--- src/rtl/pipe_hazard_ctrl.sv ---
// Pipeline sequencing controller for the five-stage core.
// Produces per-stage hold (enb*) and clear (flash*) controls combinationally,
// tracks stale instruction fetches after a redirect (RUN/DROP), counts stall
// cycles and flags data-memory timeouts.
//
// Control handshake: the stage controls are valid in the same cycle as the
// hazard inputs and are consumed by the stage registers at the next rising
// edge; there is no valid/ready pair and no registered latency.
module pipe_hazard_ctrl #(
  parameter int TMO_W = 8,
  parameter int CNT_W = 16
) (
  input  logic             clk,
  input  logic             rst,
  input  logic [4:0]       rs1D,
  input  logic [4:0]       rs2D,
  input  logic             use_rs1D,
  input  logic             use_rs2D,
  input  logic [4:0]       rdE,
  input  logic             we_regE,
  input  logic             mux9E,
  input  logic             redirectE,
  input  logic             imem_ackF,
  input  logic             dmem_reqM,
  input  logic             dmem_ackM,
  output logic             enbF,
  output logic             enbD,
  output logic             enbE,
  output logic             enbM,
  output logic             enbW,
  output logic             flashD,
  output logic             flashE,
  output logic             flashM,
  output logic             flashW,
  output logic [CNT_W-1:0] stall_cnt,
  output logic             mem_err,
  output logic             state_dbg
);

  typedef enum logic {
    RUN  = 1'b0,
    DROP = 1'b1
  } state_t;

  state_t           state;
  state_t           state_nx;
  logic [TMO_W-1:0] wait_cnt;
  logic             memstall;
  logic             redir;
  logic             lduse;
  logic             fwait;

  // Hazard detectors, before priority is applied.
  assign memstall = dmem_reqM & ~dmem_ackM;
  assign redir    = redirectE;
  assign lduse    = mux9E & we_regE & (rdE != 5'd0) &
                    ((use_rs1D & (rs1D == rdE)) | (use_rs2D & (rs2D == rdE)));
  assign fwait    = ~imem_ackF | (state == DROP);

  // 1 while a pre-redirect fetch is still outstanding.
  assign state_dbg = (state == DROP);

  // State register for the stale-fetch tracker.
  always_ff @(posedge clk) begin
    if (rst) state <= RUN;
    else     state <= state_nx;
  end

  // Prioritised stage controls and next-state logic.
  always_comb begin
    enbF     = 1'b0;
    enbD     = 1'b0;
    enbE     = 1'b0;
    enbM     = 1'b0;
    enbW     = 1'b0;
    flashD   = 1'b0;
    flashE   = 1'b0;
    flashM   = 1'b0;
    flashW   = 1'b0;
    state_nx = state;
    if (rst) begin
      flashD   = 1'b1;
      flashE   = 1'b1;
      flashM   = 1'b1;
      flashW   = 1'b1;
      state_nx = RUN;
    end else begin
      if (memstall) begin
        enbF   = 1'b1;
        enbD   = 1'b1;
        enbE   = 1'b1;
        enbM   = 1'b1;
        flashW = 1'b1;
      end else if (redir) begin
        flashD = 1'b1;
        flashE = 1'b1;
      end else if (lduse) begin
        enbF   = 1'b1;
        enbD   = 1'b1;
        flashE = 1'b1;
      end else if (fwait) begin
        enbF   = 1'b1;
        flashD = 1'b1;
      end
      // An ack in DROP always retires the stale fetch, whichever rule won.
      if (state == DROP) begin
        if (imem_ackF) state_nx = RUN;
      end else if (!memstall && redir && !imem_ackF) begin
        state_nx = DROP;
      end
    end
  end

  // Memory-wait timer, sticky timeout flag and saturating stall counter.
  always_ff @(posedge clk) begin
    if (rst) begin
      wait_cnt  <= '0;
      mem_err   <= 1'b0;
      stall_cnt <= '0;
    end else begin
      if (memstall) begin
        if (wait_cnt != '1) wait_cnt <= wait_cnt + 1'b1;
        if (wait_cnt == '1) mem_err <= 1'b1;
      end else begin
        wait_cnt <= '0;
      end
      if (enbF && (stall_cnt != '1)) stall_cnt <= stall_cnt + 1'b1;
    end
  end

endmodule

--- config.mk ---
export PLATFORM = sky130hd
export DESIGN_NAME = pipe_hazard_ctrl
export DESIGN_NICKNAME = d
export VERILOG_FILES = /design/src/rtl/pipe_hazard_ctrl.sv
export SDC_FILE = /design/constraint.sdc
export NUM_CORES = 1
export LEC_CHECK = 0
export BUFFER_PORTS_ARGS = -buffer_cell sky130_fd_sc_hd__buf_2
export CAP_MARGIN = 15
export CORE_MARGIN = 5
export CORE_UTILIZATION = 46
export CTS_BUF_LIST = sky130_fd_sc_hd__clkbuf_8
export CTS_CLUSTER_DIAMETER = 80
export DETAILED_ROUTE_END_ITERATION = 6
export GPL_ROUTABILITY_DRIVEN = 0
export PLACE_DENSITY = 0.78
export SLEW_MARGIN = 20
export SYNTH_ARGS = -nofsm -noshare
export SYNTH_HDL_FRONTEND = slang
export SYNTH_SLANG_ARGS = --single-unit
export TNS_END_PERCENT = 5
--- constraint.sdc ---
create_clock -name clk -period 2.27 [get_ports clk]
set_input_delay 0.454 -clock clk [delete_from_list [all_inputs] [get_ports clk]]
set_output_delay 0.454 -clock clk [all_outputs]
set_load 0.03 [all_outputs]
==> results by group <==
Power and ir drop
  • Switching power: 0.229 mW
  • Switching share of power: between 20% and 30%
  • Cell Pwr Density: about 480 nW/um2
  • Peak VDD IR: 0.000484 V
  • Pwr Total: roughly 0.90 mW
  • Power Internal: approximately 0.67 mW
  • Sequential power share: between 50% and 60%
  • Leak: roughly 0.77 nW
  • Clock Power Share: 32.4%
  • Logic pwr share: 16.0%

GRT
  • Gr ovfl total: 0
  • Initial antenna violation count: 0
  • Total GRT Usage: between 10% and 20%
  • Largest net degree at the start of global routing: 18
  • Vias in the first global route: 1392
  • First-pass GRT wire length: 6070 um

Min path
  • Hold WC Path Type: input pin to flip-flop

Worst setup path
  • CP most frequent cell: buf_2
  • Reg-to-Reg End: stall_cnt[1]
  • Worst path depth: 6
  • Crit-path cells: buf_2 > or3_1 > o311a_1 > a21oi_1 > o31ai_1 > buf_2
  • Reg-to-reg slack, setup: 0.12 ns
  • Beginning of the worst register-to-register path: stall_cnt[3]
  • WP data arrival: 1.79 ns
  • Critical path startpoint category: input pin
  • Crit path required time: 1.82 ns
  • Crit path to: enbF
  • Crit. End Element: output port
  • Worst-case reg-to-reg path depth: 7
  • Setup CP Type: input pin to output port
  • Crit path launch: rdE[0]
  • Critical Path Max Stage Delay: between 0.3 and 0.4 ns
  • Crit-path leading delay family: compound AO/OA/AOI/OAI gates
  • Buffers and inverters on the worst path: 2
  • Crit path max fanout: 3
  • Slowest-stage cell, CP: or3_1

Cells and area
  • Nets: about 250
  • Post-route cell area: between 1500 and 2000 um2
  • Layout cells sized above 1: a little under two fifths
  • N_diodes: 0
  • Non-Filler Instances: 270
  • Fillers: a little under 300
  • Area grow syn2layout: 27.4%

Floorplan
  • # IOs: 52
  • Die ar.: approximately 4400 um2
  • CORE AREA: about 3100 um2
  • Initial Util: 48.0%
  • Die Y: about 66 um
  • Die W: roughly 66 um
  • FP Rows: 20

Synthesis
  • Seq cells post-synth: 26
  • Library cells used by synthesis: 42
  • Register area share after synthesis: 35.6%
  • Mapped Area: roughly 1500 um2
  • Synth top area share: 35.6%
  • Mapped Cells: roughly 170
  • Synth Area per Inst: 8.56 um2
  • Warnings, synthesis: 0
  • Leading post-synthesis cells by cell area: dfxtp_1 (36%), xnor2_1 (10%), nor2_1 (4.9%)
  • Dominant cell type by area after synthesis: dfxtp_1
  • Syn nets: ~200

Clocking
  • CTS tree: yes
  • Root Driver: clkbuf_8
  • Post-CTS Setup Repair Bufs: 0
  • Clk pin slew, worst setup/hold paths: around 0.09 ns
  • Clk sinks: 26
  • Number of CTS-inserted buffers: 3
  • Clock latency on the worst-skew pair: roughly 0.26 ns
  • Clk buf depth: 2
  • H-tree depth: 1

Place
  • DP Worst Slack: -0.0152 ns
  • Port Buf Inserts: 50
  • Final HPWL DP: ~2700 um
  • Placed Instance Area: ~1800 um2
  • Placed cells: between 200 and 300

Detailed routing
  • Drt first pass iters: 4
  • Routed WL: approximately 3600 um
  • WL per Instance: 13.2 um
  • DRC: 0
  • Antenna-violating nets left: 0
  • DR vias: approximately 1400
  • Number of DRC markers in iteration 0: ~130
  • Via density: between 5 and 6

Run status
  • Status: finished clean

STA
  • Post-route clock period utilization: between 90% and 100%
  • Fin. Hold Viols: 0
  • Fmax: 445 MHz
  • Crit path time final: 2.25 ns
  • Slew margin rel.: 65.1%
  • Final Slew Violations: 0
  • Worst-case hold slack: roughly 0.36 ns
  • RSZ-0062 raised after global routing: true
  • Worst Max-Slew Pin Slew: 0.511 ns
  • Final setup fails: 0
  • Clock skew: a little under 0.003 ns
  • PnR worst setup slack: 0.0242 ns

Flow run
  • Max Cap Viol: 0
## power groups by stage
stage          logic, mW  clock network (mW)  registers (mW)
6_report           0.145               0.293           0.466
5_1_grt            0.158               0.324           0.466
4_1_cts            0.140               0.303           0.466
3_5_place_dp       0.138                   0           0.476
3_3_place_gp       0.136                   0           0.476
2_1_floorplan     0.0873                   0           0.483
## worst min path at each step
stage / end / depth (start not counted) / startpoint / slack [ns]
4_1_cts: state_dbg / 2 / imem_ackF / 0.35
3_3_place_gp: mem_err / 2 / mem_err / 0.45
6_report: state_dbg / 2 / imem_ackF / 0.36
3_5_place_dp: mem_err / 2 / mem_err / 0.47
5_1_grt: state_dbg / 2 / imem_ackF / 0.36
2_1_floorplan: wait_cnt[2] / 1 / wait_cnt[2] / 0.46
## state kept, by name, indices dropped and copies added, names as in the netlist
| name | count |
|---|---|
| stall_cnt | 16 |
| wait_cnt | 8 |
| mem_err | 1 |
| state_dbg | 1 |
## through the flow
stage	setup TNS (ns)	util, %
6_report	0	61.1
5_1_grt	-0.0376	61.1
4_1_cts	0	60.3
3_5_place_dp	-0.0191	58.4
3_3_place_gp	0	58.4
2_1_floorplan	-0.0100	-
## synth_stat cells
library cell,instances
dfxtp_1,26
nor2_1,19
xnor2_1,17
nand2_1,15
a21oi_1,12
nand4_1,8
nand3_1,6
o31ai_1,6
nor3_1,5
clkbuf_1,4
or4_1,4
a211oi_1,3
buf_4,3
inv_1,3
nand2b_1,3
xor2_1,3
a21oi_2,2
and3_1,2
ha_1,2
mux2i_1,2
o21ai_0,2
o311ai_0,2
o41ai_1,2
or3_1,2
a2111oi_0,1
a21boi_0,1
a31o_2,1
a31oi_1,1
and2_1,1
and2_4,1
and4_4,1
buf_12,1
buf_6,1
conb_1,1
nand4_2,1
nand4_4,1
nor3_2,1
o21ai_1,1
o21ai_2,1
o22ai_1,1
o311a_1,1
or4_4,1
## cells by family after synthesis
| group | share of synthesized area (%) |
|---|---|
| AO/OA/AOI/OAI | 17.2 |
| multiplexers | 1.37 |
| flip-flops | 35.6 |
| buffers and inverters | 5.47 |
| XOR/XNOR | 12.0 |
| AND/OR/NAND/NOR | 26.5 |
| adder cells (fa/ha/maj) | 1.71 |
| other | 0.256 |
## worst register-to-register path: cells and delay by family, from the launching register on
family | cells | cell delay (ns)
flip-flops | 1 | 0.40
AND/OR/NAND/NOR | 5 | 1.32
multiplexers | 1 | 0.21
AO/OA/AOI/OAI | 1 | 0.12
## placed cells by master, fill, tap and decap left out, types with 2 or more instances in the layout
cell	netlist	final
o311ai_0	2	2
inv_1	3	3
xnor2_1	17	17
nand4_1	8	8
ha_1	2	2
nor3_1	5	5
o21ai_0	2	2
a21oi_2	2	3
clkbuf_8	0	4
or4_1	4	4
and3_1	2	2
xor2_1	3	3
buf_4	3	10
mux2i_1	2	2
or3_1	2	2
dfxtp_1	26	20
nand2b_1	3	3
dfxtp_2	0	6
o41ai_1	2	2
nand2_1	15	14
o31ai_1	6	6
a21oi_1	12	11
buf_2	0	49
a211oi_1	3	3
nand3_1	6	6
nor2_1	19	19
## area by class of cell
class                   instances  area (um2)  share of cell area, %
multi-input cells             133         883                   47.4
flip-flops and latches         26         528                   28.3
repair buffers                 60         332                   17.8
clock buffers                   4        55.1                   2.95
well taps                      44        55.1                   2.95
inverters                       3        11.3                  0.604
## per-layer routing
layer	wire (um)	share of wire, %	global-route usage (%)
met3	147	4.1	3.74
met2	1780	50	29.9
met4	6	0.17	0.761
met5	0	0	0
met1	1630	46	22.1
## what timing repair did
| item | in CTS | in global routing |
|---|---|---|
| resized for setup | 1 | 5 |
| hold buffers | 0 | 0 |
| setup endpoints to repair | 1 | 6 |
| cloned | 0 | 0 |
| pin swaps | 0 | 1 |
(Power assumes the default switching activity.)
